## config.mk

```make
export PLATFORM = sky130hd
export DESIGN_NAME = multicycle_controller
export DESIGN_NICKNAME = d
export VERILOG_FILES = /design/src/rtl/multicycle_controller.sv
export SDC_FILE = /design/constraint.sdc
export NUM_CORES = 1
export LEC_CHECK = 0
export ABC_AREA = 1
export CORE_MARGIN = 2
export CORE_UTILIZATION = 44
export CTS_CLUSTER_DIAMETER = 50
export DETAILED_ROUTE_END_ITERATION = 10
export MAX_ROUTING_LAYER = met4
export PLACE_DENSITY = 0.84
export SETUP_SLACK_MARGIN = 0.2
export SKIP_CTS_REPAIR_TIMING = 1
export SYNTH_ARGS = -nofsm -noshare
export SYNTH_HDL_FRONTEND = slang
export SYNTH_SLANG_ARGS = --single-unit
```

## constraint.sdc

```tcl
create_clock -name clk -period 2 [get_ports clk]
set_input_delay 0.4 -clock clk [delete_from_list [all_inputs] [get_ports clk]]
set_output_delay 0.4 -clock clk [all_outputs]
set_load 0.005 [all_outputs]
```

## src/rtl/multicycle_controller.sv

```systemverilog
// Multi-cycle RV32I control unit: sequences each instruction through
// fetch/decode/execute/memory/write-back, with a memory wait handshake,
// a retired-instruction counter and illegal-opcode flagging.
module multicycle_controller #(
  parameter int unsigned CNT_W          = 32,
  parameter bit          WAIT_STATES_EN = 1'b1
) (
  input  logic             clk,
  input  logic             rst_n,
  input  logic [6:0]       opcode,
  input  logic             zero,
  input  logic             mem_ready,
  output logic             mem_req,
  output logic             adr_src,
  output logic             ir_write,
  output logic             pc_write,
  output logic             mem_write,
  output logic             reg_write,
  output logic [1:0]       alu_src_a,
  output logic [1:0]       alu_src_b,
  output logic [1:0]       result_src,
  output logic [1:0]       alu_op,
  output logic [1:0]       imm_src,
  output logic             illegal_instr,
  output logic [CNT_W-1:0] retired
);

  localparam logic [6:0] OpLoad  = 7'b0000011;
  localparam logic [6:0] OpStore = 7'b0100011;
  localparam logic [6:0] OpRType = 7'b0110011;
  localparam logic [6:0] OpIType = 7'b0010011;
  localparam logic [6:0] OpJal   = 7'b1101111;
  localparam logic [6:0] OpBeq   = 7'b1100011;

  localparam logic [CNT_W-1:0] CntOne = {{(CNT_W-1){1'b0}}, 1'b1};

  typedef enum logic [3:0] {
    StFetch,
    StDecode,
    StMemAdr,
    StMemRead,
    StMemWb,
    StMemWrite,
    StExecR,
    StExecI,
    StAluWb,
    StJal,
    StBeq
  } state_e;

  state_e           state_q;
  logic [CNT_W-1:0] retired_q;
  logic             ready;

  // Raw strobes before reset gating
  logic mem_req_s, ir_write_s, mem_write_s, reg_write_s, illegal_s;
  logic pc_update, branch;

  // With wait states disabled the memory always completes in one cycle
  assign ready = WAIT_STATES_EN ? mem_ready : 1'b1;

  // State sequencing and retired-instruction counting
  always_ff @(posedge clk or negedge rst_n) begin
    if (!rst_n) begin
      state_q   <= StFetch;
      retired_q <= '0;
    end else begin
      unique case (state_q)
        StFetch: if (ready) state_q <= StDecode;
        StDecode: begin
          unique case (opcode)
            OpLoad, OpStore: state_q <= StMemAdr;
            OpRType:         state_q <= StExecR;
            OpIType:         state_q <= StExecI;
            OpJal:           state_q <= StJal;
            OpBeq:           state_q <= StBeq;
            default:         state_q <= StFetch;
          endcase
        end
        StMemAdr: state_q <= (opcode == OpStore) ? StMemWrite : StMemRead;
        StMemRead: if (ready) state_q <= StMemWb;
        StMemWrite: begin
          if (ready) begin
            state_q   <= StFetch;
            retired_q <= retired_q + CntOne;
          end
        end
        StMemWb, StAluWb, StBeq: begin
          state_q   <= StFetch;
          retired_q <= retired_q + CntOne;
        end
        StExecR, StExecI, StJal: state_q <= StAluWb;
        default: state_q <= StFetch;
      endcase
    end
  end

  // Moore output decode; strobes needing the handshake are qualified by ready
  always_comb begin
    mem_req_s   = 1'b0;
    adr_src     = 1'b0;
    ir_write_s  = 1'b0;
    pc_update   = 1'b0;
    branch      = 1'b0;
    mem_write_s = 1'b0;
    reg_write_s = 1'b0;
    illegal_s   = 1'b0;
    alu_src_a   = 2'b00;
    alu_src_b   = 2'b00;
    result_src  = 2'b00;
    alu_op      = 2'b00;
    unique case (state_q)
      StFetch: begin
        mem_req_s  = 1'b1;
        alu_src_b  = 2'b10;
        result_src = 2'b10;
        ir_write_s = ready;
        pc_update  = ready;
      end
      StDecode: begin
        alu_src_a = 2'b01;
        alu_src_b = 2'b01;
        illegal_s = !(opcode inside {OpLoad, OpStore, OpRType, OpIType, OpJal, OpBeq});
      end
      StMemAdr: begin
        alu_src_a = 2'b10;
        alu_src_b = 2'b01;
      end
      StMemRead: begin
        mem_req_s = 1'b1;
        adr_src   = 1'b1;
      end
      StMemWb: begin
        result_src  = 2'b01;
        reg_write_s = 1'b1;
      end
      StMemWrite: begin
        mem_req_s   = 1'b1;
        adr_src     = 1'b1;
        mem_write_s = ready;
      end
      StExecR: begin
        alu_src_a = 2'b10;
        alu_op    = 2'b10;
      end
      StExecI: begin
        alu_src_a = 2'b10;
        alu_src_b = 2'b01;
        alu_op    = 2'b10;
      end
      StAluWb: reg_write_s = 1'b1;
      StJal: begin
        alu_src_a = 2'b01;
        alu_src_b = 2'b10;
        pc_update = 1'b1;
      end
      StBeq: begin
        alu_src_a = 2'b10;
        alu_op    = 2'b01;
        branch    = 1'b1;
      end
      default: ;
    endcase
  end

  // Immediate format select straight from the opcode
  always_comb begin
    imm_src = 2'b00;
    unique case (opcode)
      OpStore: imm_src = 2'b01;
      OpBeq:   imm_src = 2'b10;
      OpJal:   imm_src = 2'b11;
      default: imm_src = 2'b00;
    endcase
  end

  // Strobes are held low for the whole time reset is asserted
  assign mem_req       = mem_req_s & rst_n;
  assign ir_write      = ir_write_s & rst_n;
  assign pc_write      = (pc_update | (branch & zero)) & rst_n;
  assign mem_write     = mem_write_s & rst_n;
  assign reg_write     = reg_write_s & rst_n;
  assign illegal_instr = illegal_s & rst_n;
  assign retired       = retired_q;

endmodule

```

======== After elaboration in Yosys (flattened, before gate mapping) ========
Cells that the tools add are included.
operators by class
  $add $sub $neg .......................... 1
  multiply operators ...................... 0
  div/mod/pow operators ................... 0
  magnitude comparators ................... 0
  equal/unequal tests ..................... 19
  shifts and indexed selects .............. 0
  mux-type cells .......................... 21
  bitwise logic cells ..................... 8
  reduce and logical (&&, ||, !) cells .... 17
operators with widths
  cell                     number
  $pmux W32 S2             1
  $add A32 B1 Y32 const B  1
  $mux W32                 1
  $pmux W4 S6              1
  $pmux W4 S5              1
  $eq A4 B3 Y1 const B     4
  $pmux W2 S2              4
  $eq A7 B6 Y1 const B     2
  $eq A7 B7 Y1 const B     2
  $eq A4 B4 Y1 const B     3
  $mux W4                  3
  $reduce_or A2 Y1         6
  $reduce_or A3 Y1         4
  $eq A4 B2 Y1 const B     2
  $and A1 B1 Y1            7
  $eq A7 B2 Y1 const B     1
  $eq A7 B5 Y1 const B     1
  $mux W1                  7
  $ne A2 B2 Y1 const B     3
  $pmux W2 S3              1
  $reduce_bool A6 Y1       1
  $eq A4 B1 Y1 const B     1
  $logic_not A4 Y1         1
  $reduce_or A4 Y1         1
  7 further kinds          7
storage, ports and cells
  register bits ........................... 36
  latch bits .............................. 0
  memory bits (writable) .................. 0
  memory bits (read-only) ................. 0
  bits of input ports ..................... 11
  memories kept ........................... 0

======== Depth between registers and ports, before layout ========
Gate-level depths: netlist of the first run.
  word-level depth ........................ 5
  mapped depth ............................ 10

======== Worst setup path after synthesis of the first run ========
Ideal clock, no wire load.
  path kind ............................... register -> register
  start point ............................. register retired_q[0], in the netlist retired[0]
  end point ............................... register retired_q[24], in the netlist retired[24]
  arrival ................................. 1.457 ns
  required time ........................... 1.883 ns
  slack ................................... 0.426 ns
  cell stages (with the launch flop) ...... 11
  buffers on the path ..................... 0
  clock period less this slack ............ 1.574 ns
  cells stage by stage .................... dfrtp_1 -> ha_1 -> nand2_1 -> nor2_1 -> nand2_1 -> nor2_2 -> nand2_1 -> nor2_1 -> nand2_1 -> nand2_1 -> nand2_1
on the way
  cells in the longest elaborated chain, start to end .. 3
ends and longest elaborated chain
  element                 RTL line  source
  from (decl)             52        logic [CNT_W-1:0] retired_q;
  from (signal assigned)  85        retired_q <= retired_q + CntOne;
  from (signal assigned)  90        retired_q <= retired_q + CntOne;
  $add A32 B1 Y32 (*)     85, 90
  $mux W32                83        if (ready) begin
  $pmux W32 S2 (*)        68        unique case (state_q)
Every way passes the cells marked *; elsewhere a longest branch is shown, timed or not. The select of a mux whose other input is x is not followed.
A chain may end at the register's enable or synchronous reset.

======== Worst setup path in the final report of the first run ========
  start point ............................. input opcode[1]
  end point ............................... output illegal_instr
on the way
  cells in the longest elaborated chain, start to end .. 5
  elaborated cells on any way between the ends .. 10
ends and longest elaborated chain
  element                                     RTL line  source
  from (decl)                                 10        input logic [6:0] opcode,
  $eq A7 B2 Y1, or another cell as far along  123       illegal_s = !(opcode inside {OpLoad, OpStore, OpRType, OpIType, OpJal, OpBeq});
  $reduce_bool A6 Y1 (*)                      123
  $logic_not A1 Y1 (*)                        123
  $mux W1 (*)                                 112       unique case (state_q)
  $and A1 B1 Y1 (*)                           183       assign illegal_instr = illegal_s & rst_n;
  to (decl)                                   24        output logic illegal_instr,
Every way passes the cells marked *; elsewhere a longest branch is shown, timed or not.

==> impl_metrics.json, run 1 <==
{
  "wl_per_cell_um": 14.0,
  "end_kind": "output pin",
  "reg2reg_depth": 11,
  "place_congestion": 0.882,
  "vias": 2834,
  "grt_pass1_wl_um": 11300,
  "cp_data_arrival_time_ps": 1570,
  "grt_pass1_vias": 2510,
  "final_cells": 542,
  "grt_use_met2": 0.392,
  "design_area_um2": 3620,
  "clkSinkCount": 36,
  "core_um2": 5200,
  "pin_count": 60,
  "syn2layout_area_growth_pct": 50.0,
  "synthSimpleGateAreaFrac": 0.442,
  "synth_edf_count": 0,
  "max-cap-violations": 0,
  "async_flop_share": 1.00,
  "drive_gt1_frac": 0.212,
  "synth_most_common_cell": "nand2_1",
  "synthDistinctLibCells": 28,
  "clk_pin_slew_ps": 70,
  "switchingPower_uw": 904,
  "r2r_setup_slack_ps": 300,
  "crit_required_ps": 1600,
  "synth_mux_area_frac": 0,
  "synth_top_area_cell": "dfrtp_1",
  "placed_area_um2": 3240,
  "fmax_mhz": 506,
  "pwr-share-comb": 0.450,
  "period_share": 0.987,
  "seq_power_share": 0.331,
  "p_per_area_nw_per_um2": 715,
  "startpoint_type": "input port",
  "irDropWorstVdd_v": 0.000463,
  "rr_startpoint": "state_q[1]",
  "synth-seq-area-share": 0.373,
  "synthCells": 371,
  "die_width_um": 78.1,
  "p_leak_uw": 0.00173,
  "synthTopCellsByArea": "dfrtp_1 (37%), nand2_1 (23%), nor2_1 (9.5%), inv_1 (6.1%), nand3_1 (4.8%)",
  "initial_utilization": 0.464,
  "maxSlewViolCount": 0,
  "grt_max_degree": 37,
  "worst_pin_slew_ps": 457,
  "viasPerCell": 5.23,
  "use_met3": 0.0391,
  "port_buffers": 59,
  "rsz0062_at_grt": "true",
  "critical_path.top_delay_family": "buffers and inverters",
  "netlist_area_um2": 2420,
  "wirelength_um": 7600,
  "busiest_layer": "met2",
  "cts_root_buf": "clkbuf_8",
  "critPathMaxStageDelay_ps": 470,
  "cts_max_path_buffers": 2,
  "setup_viol": 0,
  "synth-seq-cells": 36,
  "die-area_um2": 6100,
  "drtPass1Iterations": 5,
  "cts_made_buffers": 5,
  "ys_warn_count": 0,
  "dp_cells": 520,
  "synth_top_flop_cell": "dfrtp_1",
  "switching_share": 0.349,
  "fin_nets": 484,
  "grt-ovfl-total": 0,
  "htreeDepth": 2,
  "p_int_uw": 1690,
  "insertion_delay_ps": 300,
  "skew_ps": 7.43,
  "path_max_fanout": 5,
  "synth-xor-area-share": 0.0616,
  "drc": 0,
  "grt_usage": 0.235,
  "synth_compound_area_frac": 0.0414,
  "ant_nets": 0,
  "use_met1": 0.294,
  "synth_top_family_by_area": "simple AND/OR/NAND/NOR gates",
  "die_y_um": 78.1,
  "worst-path-buf-inv": 3,
  "slew_headroom": 0.695,
  "synth_fa_ha_area_frac": 0.00518,
  "utilization": 0.696,
  "hpwlAfterDp_um": 5060,
  "synthTopCellsByCount": "nand2_1 (147), nor2_1 (61), inv_1 (39)",
  "criticalPathCategory": "in2out",
  "row_count": 26,
  "outcome": "complete, no violations",
  "crit_slowest_cell": "clkdlybuf4s50_1",
  "cp_cell_sequence": "clkdlybuf4s50_1 > nand2_2 > nor2_4 > buf_4 > o21ai_2 > nand3_1 > nor2_1 > dlymetal6s2s_1",
  "worstReg2RegEnd": "retired[28]",
  "hold_violations": 0,
  "antenna_found_initial": 0,
  "cts_tree": "built",
  "syn_nets": 383,
  "avgSynthCellArea_um2": 6.51,
  "clkPwrFrac": 0.219,
  "finalCriticalPeriod_ps": 1970,
  "min_path_type": "in2async",
  "synth_top_area_share": 0.373,
  "drt_iter0_drc": 227,
  "antennaDiodeCount": 0
}
## area by class of cell
type                    count  area [um2]
fillers                   429        1580
multi-input cells         290        1480
flip-flops and latches     36         903
repair buffers             96         893
inverters                  43         164
clock buffers               7        96.3
well taps                  70        87.6
## power groups by stage
stage               Combinational (uW)  Sequential (uW)  Clock [uW]
finish                            1170              857         567
global route                      1260              864         599
global placement                   886              863           0
detailed placement                 897              863           0
CTS                                902              850         570
floorplan                          390              862           0
## metrics by stage
step / hold slack [ps] / power [uW] / worst slack [ps] / setup TNS, ps
2_1_floorplan: 104 / 1250 / 426 / 0
3_3_place_gp: 519 / 1750 / -328 / -1100
3_5_place_dp: 517 / 1760 / -387 / -1270
4_1_cts: 201 / 2320 / -464 / -4000
5_1_grt: 248 / 2720 / -18.3 / -18.3
6_report: 188 / 2590 / 25.3 / 0
## how the worst max path moves through the flow
| stage | start | to | cells after the start |
|---|---|---|---|
| finish | opcode[1] | illegal_instr | 8 |
| global route | opcode[1] | illegal_instr | 8 |
| CTS | state_q[2] | pc_write | 6 |
| detailed placement | opcode[4] | illegal_instr | 8 |
| global placement | opcode[4] | illegal_instr | 8 |
| floorplan | retired[0] | retired[24] | 10 |
## cell families after synthesis
| group | count (synthesis) |
|---|---|
| adder cells (fa/ha/maj) | 1 |
| buffers and inverters | 46 |
| AND/OR/NAND/NOR | 255 |
| AO/OA/AOI/OAI | 16 |
| XOR/XNOR | 17 |
| flip-flops | 36 |
## per-layer routing
metal	vias to the layer above	share of wire
li1	1353	-
met1	1332	0.41
met2	128	0.51
met3	21	0.058
met4	0	0.020
met5	-	0
## cell usage in the layout (no fill, tap or decap), types with 10 or more instances in the layout
cell type / synthesis / layout
buf_4: 1 / 31
clkdlybuf4s50_1: 0 / 37
dfrtp_1: 36 / 34
dlymetal6s2s_1: 0 / 13
inv_1: 39 / 32
inv_2: 4 / 10
nand2_1: 147 / 142
nand3_1: 23 / 22
nor2_1: 61 / 50
nor2_4: 2 / 11
xnor2_1: 10 / 10
## flip-flops by register name (all words and copies together) (netlist names)
| register | count |
|---|---|
| retired | 32 |
| state_q | 4 |
Note: power is estimated with default switching activity, not from simulation.
==> run 2: changes to the inputs <==
--- a/config.mk
+++ b/config.mk
@@ -6,7 +6,6 @@
 export NUM_CORES = 1
 export LEC_CHECK = 0
 export ABC_AREA = 1
-export CORE_MARGIN = 2
 export CORE_UTILIZATION = 44
 export CTS_CLUSTER_DIAMETER = 50
 export DETAILED_ROUTE_END_ITERATION = 10
==> run 2 against run 1 <==
Net effect:
- clock-buffer cell count increased by 1
- routed wire length decreased by 1.3%
- first-iteration DRC count decreased by 4.4%
- setup slack got worse by 23 ps
- non-clock buffer count decreased by 6
- via count decreased by 1.6%
- flip-flop and latch count unchanged
==> impl_metrics.json, run 2 (same netlist as run 1, synthesis figures left out) <==
{
  "startpoint_type": "flip-flop",
  "fin_nets": 477,
  "antenna_found_initial": 0,
  "largest_reg_flops": 32,
  "grt_usage": 0.246,
  "antennaDiodeCount": 0,
  "criticalPathCategory": "reg2out",
  "min_path_type": "in2async",
  "clkSinkCount": 36,
  "power_uw": 2490,
  "htreeDepth": 2,
  "p_leak_uw": 0.00170,
  "insertion_delay_ps": 290,
  "utilization": 0.688,
  "die-area_um2": 5790,
  "grt-ovfl-total": 0,
  "grt_pass1_vias": 2536,
  "worst_pin_slew_ps": 451,
  "maxSlewViolCount": 0,
  "core_um2": 5200,
  "cts_made_buffers": 5,
  "worstReg2RegEnd": "retired[17]",
  "grt_max_degree": 37,
  "row_count": 26,
  "max-cap-violations": 0,
  "dp_slack_ps": -381,
  "outcome": "complete, no violations",
  "p_per_area_nw_per_um2": 695,
  "cts_max_path_buffers": 2,
  "mostFrequentLayoutCell": "nand2_1",
  "reg2reg_depth": 9,
  "skew_ps": 7.38,
  "ant_nets": 0,
  "drtPass1Iterations": 5,
  "hold_violations": 0,
  "crit_required_ps": 1600,
  "wl_per_cell_um": 14.0,
  "fill_cells": 427,
  "vias": 2790,
  "final_cell_mix": "nand2_1 (137), nor2_1 (50), clkdlybuf4s50_1 (34), dfrtp_1 (32), inv_1 (30)",
  "cp_data_arrival_time_ps": 1600,
  "die_y_um": 76.1,
  "holdWs_ps": 189,
  "clk_pin_slew_ps": 70,
  "slew_headroom": 0.700,
  "drt_iter0_drc": 217,
  "grt_pass1_wl_um": 11400,
  "syn2layout_area_growth_pct": 48.3,
  "period_share": 0.999,
  "initial_utilization": 0.464,
  "wirelength_um": 7500,
  "pin_count": 60,
  "r2r_setup_slack_ps": 240,
  "hpwlAfterDp_um": 5090,
  "viasPerCell": 5.21,
  "finalCriticalPeriod_ps": 2000,
  "cts_tree": "built",
  "irDropWorstVdd_v": 0.000426,
  "setup_viol": 0,
  "end_kind": "output pin",
  "rsz0062_at_grt": "true",
  "drc": 0,
  "die_width_um": 76.1,
  "fin_tns_setup_ps": 0,
  "drive_gt1_frac": 0.217,
  "multi_input_area_um2": 1490,
  "rr_startpoint": "state_q[1]",
  "fmax_mhz": 501,
  "cts_root_buf": "clkbuf_8",
  "seq_area_um2": 906,
  "path_max_fanout": 4,
  "place_congestion": 0.939,
  "port_buffers": 59,
  "setup_slack_ps": 2.30
}
[run 2: per-stage QoR]
| step | cell area (um2) | cells |
|---|---|---|
| floorplan | 2420 | 371 |
| global placement | 3240 | 518 |
| detailed placement | 3240 | 518 |
| CTS | 3330 | 526 |
| global route | 3580 | 536 |
| finish | 3580 | 536 |
[run 2: layer usage]
layer,GRT usage,up-vias,share of wire
li1,-,1344,-
met3,0.0419,19,0.046
met2,0.414,103,0.52
met1,0.309,1324,0.41
met5,-,-,0
met4,0.0635,0,0.022
[run 2: worst max path at each step]
stage,endpoint,cells past startpoint,start
after floorplan,retired[24],10,retired[0]
after global placement,illegal_instr,8,opcode[4]
after detailed placement,illegal_instr,8,opcode[4]
after CTS,illegal_instr,8,opcode[4]
after global routing,pc_write,7,state_q[2]
final,pc_write,7,state_q[2]
[run 2: layout make-up]
cell class,instances,area share
Tap cell,70,0.0244
Clock buffer,8,0.0251
Sequential cell,36,0.253
Inverter,43,0.0458
Multi-Input combinational cell,289,0.417
Timing Repair Buffer,90,0.235
[run 2: critical path, stage by stage, from the launching register on]
cell     delay (ps)
dfrtp_2         450
inv_2            80
nand2_4          60
nor3_4          200
buf_4           150
nand2_2          50
a31oi_1         180
buf_2           140
[run 2: report_power, final]
group / switching [uW] / internal (uW) / total, uW
clock: 255 / 281 / 536
sequential: 83.7 / 788 / 871
combinational: 575 / 505 / 1080
total: 914 / 1570 / 2490
